`config.mk`:
```
export PLATFORM = sky130hd
export DESIGN_NAME = cacheline_burst_adapter
export DESIGN_NICKNAME = d
export VERILOG_FILES = /design/src/rtl/cla_pkg.sv /design/src/rtl/cacheline_burst_adapter.sv
export SDC_FILE = /design/constraint.sdc
export NUM_CORES = 1
export LEC_CHECK = 0
export BUFFER_PORTS_ARGS = -buffer_cell sky130_fd_sc_hd__buf_2
export CORE_AREA = 2 2 279 281
export CTS_CLUSTER_DIAMETER = 60
export CTS_CLUSTER_SIZE = 30
export DETAILED_ROUTE_END_ITERATION = 10
export DIE_AREA = 0 0 281 283
export PLACE_DENSITY = 0.68
export SLEW_MARGIN = 20
export SYNTH_ARGS = -nofsm -noshare
export SYNTH_HDL_FRONTEND = slang
export SYNTH_SLANG_ARGS = --single-unit
```
`constraint.sdc`:
```
create_clock -name clk -period 5.93 [get_ports clk]
set_input_delay 0.593 -clock clk [delete_from_list [all_inputs] [get_ports clk]]
set_output_delay 0.593 -clock clk [all_outputs]
set_load 0.02 [all_outputs]
```
`src/rtl/cla_pkg.sv`:
```
// Shared types and geometry for the cacheline-to-burst adapter.
// The beat-order selection is controlled by CLA_CRIT_WORD_FIRST_EN in cacheline_burst_adapter.
package cla_pkg;

  localparam int LINE_W     = 256;
  localparam int BURST_W    = 64;
  localparam int ADDR_W     = 32;
  localparam int BEATS      = LINE_W / BURST_W;
  localparam int BEAT_IDX_W = $clog2(BEATS);

  typedef enum logic [1:0] {
    IDLE = 2'd0,
    RD   = 2'd1,
    WR   = 2'd2,
    DONE = 2'd3
  } cla_state_e;

  // Bit offset of beat idx within a cacheline.
  function automatic int beat_slice(input logic [BEAT_IDX_W-1:0] idx);
    return int'(idx) * BURST_W;
  endfunction

endpackage

```
`src/rtl/cacheline_burst_adapter.sv`:
```
// Converts one 256-bit line read/write into a 4-beat 64-bit memory burst.
// Define CLA_CRIT_WORD_FIRST_EN to start the burst at the requested word (address_i[4:3]).
//
// state | meaning
// IDLE  | waiting for read_i/write_i; latch address, line and start beat on accept
// RD    | read burst, read_o high, each resp_i stores burst_i into the current beat
// WR    | write burst, write_o high, burst_o shows the current beat
// DONE  | one-cycle resp_o; line_o holds the last completed read line
module cacheline_burst_adapter
  import cla_pkg::*;
(
  input  logic               clk,
  input  logic               rst,
  input  logic [LINE_W-1:0]  line_i,
  output logic [LINE_W-1:0]  line_o,
  input  logic [ADDR_W-1:0]  address_i,
  input  logic               read_i,
  input  logic               write_i,
  output logic               resp_o,
  input  logic [BURST_W-1:0] burst_i,
  output logic [BURST_W-1:0] burst_o,
  output logic [ADDR_W-1:0]  address_o,
  output logic               read_o,
  output logic               write_o,
  input  logic               resp_i
);

`ifdef CLA_CRIT_WORD_FIRST_EN
  localparam logic [ADDR_W-1:0] ADDR_MASK = ~ADDR_W'(32'h7);
`else
  localparam logic [ADDR_W-1:0] ADDR_MASK = ~ADDR_W'(32'h1F);
`endif

  cla_state_e            r_state;
  cla_state_e            w_state_nxt;
  logic [ADDR_W-1:0]     r_addr;
  logic [LINE_W-1:0]     r_buf;
  logic [LINE_W-1:0]     r_line_o;
  logic [BEAT_IDX_W-1:0] r_cnt;
  logic [BEAT_IDX_W-1:0] r_left;
  logic [BEAT_IDX_W-1:0] w_start;
  logic [LINE_W-1:0]     w_rd_line;
  logic                  w_last;

`ifdef CLA_CRIT_WORD_FIRST_EN
  assign w_start = address_i[4:3];
`else
  assign w_start = '0;
`endif

  // r_left counts down the beats still owed; the burst ends on resp_i at zero.
  assign w_last = resp_i && (r_left == '0);

  always_comb begin
    w_rd_line = r_buf;
    w_rd_line[beat_slice(r_cnt) +: BURST_W] = burst_i;
  end

  always_ff @(posedge clk) begin
    if (rst) r_state <= IDLE;
    else     r_state <= w_state_nxt;
  end

  always_comb begin
    w_state_nxt = r_state;
    case (r_state)
      IDLE: begin
        if (write_i)     w_state_nxt = WR;
        else if (read_i) w_state_nxt = RD;
      end
      RD:      if (w_last) w_state_nxt = DONE;
      WR:      if (w_last) w_state_nxt = DONE;
      DONE:    w_state_nxt = IDLE;
      default: w_state_nxt = IDLE;
    endcase
  end

  always_comb begin
    read_o    = 1'b0;
    write_o   = 1'b0;
    resp_o    = 1'b0;
    burst_o   = '0;
    address_o = '0;
    case (r_state)
      RD: begin
        read_o    = 1'b1;
        address_o = r_addr & ADDR_MASK;
      end
      WR: begin
        write_o   = 1'b1;
        address_o = r_addr & ADDR_MASK;
        burst_o   = r_buf[beat_slice(r_cnt) +: BURST_W];
      end
      DONE:    resp_o = 1'b1;
      default: ;
    endcase
  end

  always_ff @(posedge clk) begin
    if (rst) begin
      r_addr   <= '0;
      r_buf    <= '0;
      r_line_o <= '0;
      r_cnt    <= '0;
      r_left   <= '0;
    end else begin
      case (r_state)
        IDLE: begin
          if (read_i || write_i) begin
            r_addr <= address_i;
            r_buf  <= line_i;
            r_cnt  <= w_start;
            r_left <= BEAT_IDX_W'(BEATS - 1);
          end
        end
        RD: begin
          if (resp_i) begin
            r_buf  <= w_rd_line;
            r_cnt  <= r_cnt + BEAT_IDX_W'(1);
            r_left <= r_left - BEAT_IDX_W'(1);
            if (w_last) r_line_o <= w_rd_line;
          end
        end
        WR: begin
          if (resp_i) begin
            r_cnt  <= r_cnt + BEAT_IDX_W'(1);
            r_left <= r_left - BEAT_IDX_W'(1);
          end
        end
        default: ;
      endcase
    end
  end

  assign line_o = r_line_o;

endmodule

```
### After elaboration in Yosys (flattened, before gate mapping)

Index checks and enable logic that the tools add are counted.

| word-level totals | value |
|---|---|
| register bits after elaboration | 550 |
| input port bits | 357 |
| output and inout port bits | 355 |
| word-level logic and storage cells | 51 |

| cells by class | value |
|---|---|
| add/sub/neg operators | 3 |
| equality and inequality tests | 8 |
| shift operators | 3 |
| muxes and demuxes | 19 |
| reductions and logical operators | 12 |

Operators with widths:

| operator | number |
|---|---|
| two-way mux 256 bit | 2 |
| one-hot mux 256 bit (2 select lines) | 1 |
| bitwise mux 256 bit | 1 |
| variable shift 64 x 33 -> 256 bit (first input constant) | 1 |
| variable part select 256 x 9 -> 64 bit | 1 |
| variable part select 64 x 33 -> 256 bit | 1 |
| two-way mux 64 bit | 1 |
| negation 8 -> 33 bit | 1 |
| two-way mux 32 bit | 1 |
| two-way mux 2 bit | 7 |
| AND reduction 3 bit | 3 |
| one-hot mux 2 bit (2 select lines) | 2 |
| one-hot mux 2 bit (3 select lines) | 1 |
| == test 2 bit (second input constant) | 2 |
| zero test 2 bit | 2 |
| != test 2 x 1 -> 1 bit (second input constant) | 2 |
| != test 2 bit (second input constant) | 2 |
| AND reduction 2 bit | 2 |
| nonzero test 2 bit | 2 |
| two-way mux 1 bit | 3 |
| != test 3 bit (second input constant) | 1 |
| adder 2 x 1 -> 2 bit (second input constant) | 1 |
| == test 2 x 1 -> 1 bit (second input constant) | 1 |
| OR reduction 2 bit | 1 |
| 3 further kinds | 3 |

### Longest topological paths before layout

| logic depth | value |
|---|---|
| depth after elaboration | 5 |
| mapped depth | 11 |
| mapped depth without buffers | 5 |

### Least setup slack after synthesis

Ideal clock, no wire load.

| timing | value |
|---|---|
| kind | flip-flop to flip-flop |
| start point | reg r_cnt[0] |
| end point | reg r_buf[10] |
| library setup time | 96 ps |
| data arrival time | 2,599 ps |
| required time | 5,834 ps |
| slack | 3,235 ps |
| cell stages (with the launch flop) | 11 |
| buffers on the path | 5 |
| clock period less this slack | 2,695 ps |
| cells stage by stage | dfxtp_1 buf_2 buf_2 buf_2 inv_1 ha_1 nor3b_1 buf_2 clkbuf_1 a311oi_1 o41ai_2 |

| on the way | value |
|---|---|
| cells in the longest elaborated chain, start to end | 5 |
| elaborated cells between the ends (all ways) | 6 |
| classes of those cells | add/sub: 1; shift: 2; mux: 3 |

Ends and longest elaborated chain:

| item | RTL line | RTL |
|---|---|---|
| from (decl) | cacheline_burst_adapter.sv:39 | `logic [BEAT_IDX_W-1:0] r_cnt;` |
| from (signal assigned) | cacheline_burst_adapter.sv:112 | `r_cnt <= w_start;` |
| from (signal assigned) | cacheline_burst_adapter.sv:119 | `r_cnt <= r_cnt + BEAT_IDX_W'(1);` |
| from (signal assigned) | cacheline_burst_adapter.sv:126 | `r_cnt <= r_cnt + BEAT_IDX_W'(1);` |
| negation 8 -> 33 bit (*) | cacheline_burst_adapter.sv:56 | `w_rd_line[beat_slice(r_cnt) +: BURST_W] = burst_i;` |
| variable part select 64 x 33 -> 256 bit / variable shift 64 x 33 -> 256 bit (equally long branches) | cacheline_burst_adapter.sv:56 |  |
| bitwise mux 256 bit (*) | cacheline_burst_adapter.sv:56 |  |
| two-way mux 256 bit (*) | cacheline_burst_adapter.sv:117 | `if (resp_i) begin` |
| one-hot mux 256 bit (2 select lines) (*) | cacheline_burst_adapter.sv:107 | `case (r_state)` |
| to (signal assigned) | cacheline_burst_adapter.sv:111 | `r_buf <= line_i;` |
| to (signal assigned) | cacheline_burst_adapter.sv:118 | `r_buf <= w_rd_line;` |
| to (decl) | cacheline_burst_adapter.sv:37 | `logic [LINE_W-1:0] r_buf;` |

Every way passes the cells marked *; elsewhere a longest branch is shown, timed or not. The select of a mux whose other input is x is not followed.
A chain may end at the register's enable or synchronous reset.

### Worst setup path in the final report

| timing | value |
|---|---|
| start point | reg r_cnt[0] |
| end point | out burst_o[9] |

| on the way | value |
|---|---|
| cells in the longest elaborated chain, start to end | 2 |

Ends and longest elaborated chain:

| item | RTL line | RTL |
|---|---|---|
| variable part select 256 x 9 -> 64 bit | cacheline_burst_adapter.sv:92 | `burst_o = r_buf[beat_slice(r_cnt) +: BURST_W];` |
| two-way mux 64 bit | cacheline_burst_adapter.sv:84 | `case (r_state)` |
| to (decl) | cacheline_burst_adapter.sv:21 | `output logic [BURST_W-1:0] burst_o,` |

Every way passes these cells.

==> flow_metrics.tcl <==
set metrics [dict create \
    outcome "finished clean" \
    synth.distinct_cells 45 \
    critical_path.startpoint_type "flop" \
    floorplan_die_area_um2 79500 \
    drc_errors 0 \
    hold_fix_buffer_count_after_cts 0 \
    timing.critical_path.required_ns 5.34 \
    vdd_drop_max_mv 0.455 \
    final.period_utilization 0.636 \
    worst_setup_hold_path_clk_slew_ns 0.08 \
    detail_route.iter0.violations 3783 \
    sequential_area_share_after_synthesis 0.352 \
    cts_root_buf "sky130_fd_sc_hd__clkbuf_16" \
    crit_path_top_delay_cell "sky130_fd_sc_hd__buf_4" \
    io-pin-count 712 \
    area_occupied_by_registers_um2 10900 \
    timing_max_transition_violations_final 0 \
    placement.cell_area_um2 34500 \
    switching_share_of_power 0.450 \
    fin_crit_ns 3.77 \
    grt_antenna_before_repair 47 \
    hold_path_class "in -> reg" \
    syn_area_um2 31000 \
    post_route_standard_cell_area_excluding_fillers_um2 36400 \
    power.internal_w 0.00932 \
    cts.htree.levels 2 \
    finalPower_w 0.0169 \
    crit_path_max_fo 39 \
    cts.sink_count 545 \
    power_density_normalized_to_cell_area_nw_per_um2 465 \
    numCtsBuffers 52 \
    cells_after_synthesis 3565 \
    maximum_number_of_pins_on_one_net_before_global_route_repair 155 \
    cts_tree "built" \
    worstPathCellList "buf_4 -> mux4_2 -> and2_1 -> buf_2" \
    num_vias 32300 \
    floorplan.die.height_um 283 \
    grt_pass1_vias 30400 \
    grt_remaining_overflow 0 \
    drtAntennaViolNets 0 \
    post_cts.repair.setup_buffers 0 \
    avgSynthCellArea_um2 8.69 \
    synthArstFlopShare 0 \
    max_cap_violations 0 \
    post-synth-top-area-cell "sky130_fd_sc_hd__dfxtp_1" \
    synth_warnings 0 \
    layout.filler_cells 7473 \
    chipWidth_um 281 \
    total_leakage_power_nw 14.1 \
    multi_input_area_um2 17700 \
    areaGrowthSynthToFinish_pct 17.6 \
    placement_rows 102 \
    max-clock-path-buffers 3 \
    p_sw_w 0.00762 \
    grt_setup_unrepaired "false" \
    synthFlopType "sky130_fd_sc_hd__dfxtp_1" \
    synth_largest_type_area_fraction 0.352 \
    wire_per_inst_um 26.7 \
    detail_route.first_pass.iterations 6 \
    postCtsResizedCells 0 \
    track_usage 0.317 \
    worst-setup-path-type "reg -> out" \
    synthMostInstantiatedCell "sky130_fd_sc_hd__dfxtp_1" \
    worst-endpoint-arrival_ns 3.18 \
    start_util 0.404 \
    totalNegativeSetupSlack_ns 0 \
    global_route_wire_length_before_repair_um 196000 \
    post_synthesis_sequential_element_count 545 \
    nets 4223 \
    fp.coreArea_um2 76700 \
    sequentialPowerShare 0.338 \
    clock_latency_late_sink_ns 0.63 \
    place.gp.congestion 0.861 \
    final_setup_viols 0 \
    final.setup_skew_ns 0.0467 \
    critical-path-max-stage-delay_ns 0.83 \
    vias_per_cell 6.48 \
    max_freq_mhz 265 \
    synth_top_cells_by_area "sky130_fd_sc_hd__dfxtp_1 (35%), sky130_fd_sc_hd__a311oi_1 (8.2%), sky130_fd_sc_hd__o41ai_2 (6.7%), sky130_fd_sc_hd__nor2b_1 (5.9%), sky130_fd_sc_hd__clkbuf_1 (4.9%)" \
    timing.max_slew.rel_slack 0.230 \
    synth.top_cells.by_count "sky130_fd_sc_hd__dfxtp_1 (545), sky130_fd_sc_hd__clkbuf_1 (403), sky130_fd_sc_hd__nor2_1 (403), sky130_fd_sc_hd__nor2b_1 (293), sky130_fd_sc_hd__a311oi_1 (290)" \
    drt-total-wl_um 133000 \
    share_comb_of_total_power 0.446 \
    worstMarginPinSlew_ns 1.16 \
    post_detail_place_hpwl_um 81700 \
    share_clk_of_total_power 0.216 \
    cp_endpoint_kind "primary output" \
    synth_enable_flop_cells 0 \
    final_layout_size_suffix_gt1_frac 0.277 \
    io_buffer_count 701 \
    timing_hold_violations_final 0 \
]
## cells by family (layout without fill, tap and decap cells)
group                    after synthesis  in the layout  share of synthesized area
adder cells (fa/ha/maj)               11             11                    0.00444
buffers and inverters                648            977                     0.0846
flip-flops                           545            545                      0.352
AO/OA/AOI/OAI                       1176           1176                      0.324
other                                  1             46                   0.000121
AND/OR/NAND/NOR                     1117           1117                      0.188
multiplexers                          67             67                     0.0475
## worst max-delay path: cells and delay by family, from the launching register on
family,cells,cell delay [ns]
multiplexers,1,0.67
flip-flops,1,0.67
buffers and inverters,2,0.99
AND/OR/NAND/NOR,1,0.20
## final timing paths
check / end / cells after the start / from / slack, ns
worst min-delay path: r_addr[27] / 3 / address_i[27] / 0.22
worst max register to register: r_buf[57] / 7 / r_state[1] / 2.19
worst max-delay path: burst_o[9] / 4 / r_cnt[0] / 2.16
worst min register to register: r_addr[20] / 2 / r_addr[20] / 0.45
## cell type report
class	count	area share
multi-input cells	2376	0.485
flip-flops and latches	545	0.300
repair buffers	758	0.114
clock buffers	58	0.0386
well taps	1040	0.0357
inverters	122	0.0128
clock inverters	39	0.0117
diodes	41	0.00282
## metrics by stage
stage	utilization	hold slack, ns	worst slack [ns]	std cells
final	0.475	0.217	2.16	4979
after global routing	0.475	0.188	2.01	4974
after CTS	0.473	0.177	2.08	4937
after detailed placement	0.449	0.443	2.22	4840
after global placement	0.449	0.438	2.33	4840
after floorplan	-	0.432	3.23	3569
## flip-flops by register name, summed over array words and instances, names as in the netlist
signal and cells:
r_left 2, r_cnt 2, r_state 2, line_o 256, r_addr 27, r_buf 256
## layout by cell type (no fill, tap or decap), types with 5 or more instances in the layout
| master | instances |
|---|---|
| sky130_fd_sc_hd__a211oi_1 | 109 |
| sky130_fd_sc_hd__a21oi_1 | 142 |
| sky130_fd_sc_hd__a221oi_1 | 115 |
| sky130_fd_sc_hd__a311oi_1 | 290 |
| sky130_fd_sc_hd__a32oi_1 | 112 |
| sky130_fd_sc_hd__and2_1 | 91 |
| sky130_fd_sc_hd__buf_12 | 14 |
| sky130_fd_sc_hd__buf_2 | 700 |
| sky130_fd_sc_hd__buf_4 | 42 |
| sky130_fd_sc_hd__clkbuf_16 | 55 |
| sky130_fd_sc_hd__clkinv_2 | 5 |
| sky130_fd_sc_hd__clkinv_4 | 5 |
| sky130_fd_sc_hd__clkinv_8 | 6 |
| sky130_fd_sc_hd__conb_1 | 5 |
| sky130_fd_sc_hd__dfxtp_1 | 543 |
| sky130_fd_sc_hd__diode_2 | 41 |
| sky130_fd_sc_hd__ha_4 | 6 |
| sky130_fd_sc_hd__inv_1 | 120 |
| sky130_fd_sc_hd__inv_6 | 10 |
| sky130_fd_sc_hd__inv_8 | 5 |
| sky130_fd_sc_hd__mux4_2 | 64 |
| sky130_fd_sc_hd__nand2_1 | 56 |
| sky130_fd_sc_hd__nand3b_1 | 109 |
| sky130_fd_sc_hd__nor2_1 | 402 |
| sky130_fd_sc_hd__nor2b_1 | 289 |
| sky130_fd_sc_hd__nor3_1 | 149 |
| sky130_fd_sc_hd__o21ai_0 | 143 |
| sky130_fd_sc_hd__o32ai_1 | 112 |
| sky130_fd_sc_hd__o41ai_1 | 17 |
| sky130_fd_sc_hd__o41ai_2 | 127 |
## routing by layer
layer  vias up  wire length, um  track usage
li1      14100                -            -
met3       351            12700       0.0651
met1     15800            53000        0.416
met4        10             6790        0.179
met2      1988            60400        0.484
met5         -               69            0
## power by group through the flow
stage | logic, W | clock network [W] | registers [W]
final | 0.00755 | 0.00366 | 0.00572
after detailed placement | 0.00743 | 0 | 0.00575
after CTS | 0.00746 | 0.00370 | 0.00568
after floorplan | 0.00504 | 0 | 0.00570
after global placement | 0.00736 | 0 | 0.00572
after global routing | 0.00804 | 0.00384 | 0.00583
Power figures use the tool's default switching activity.
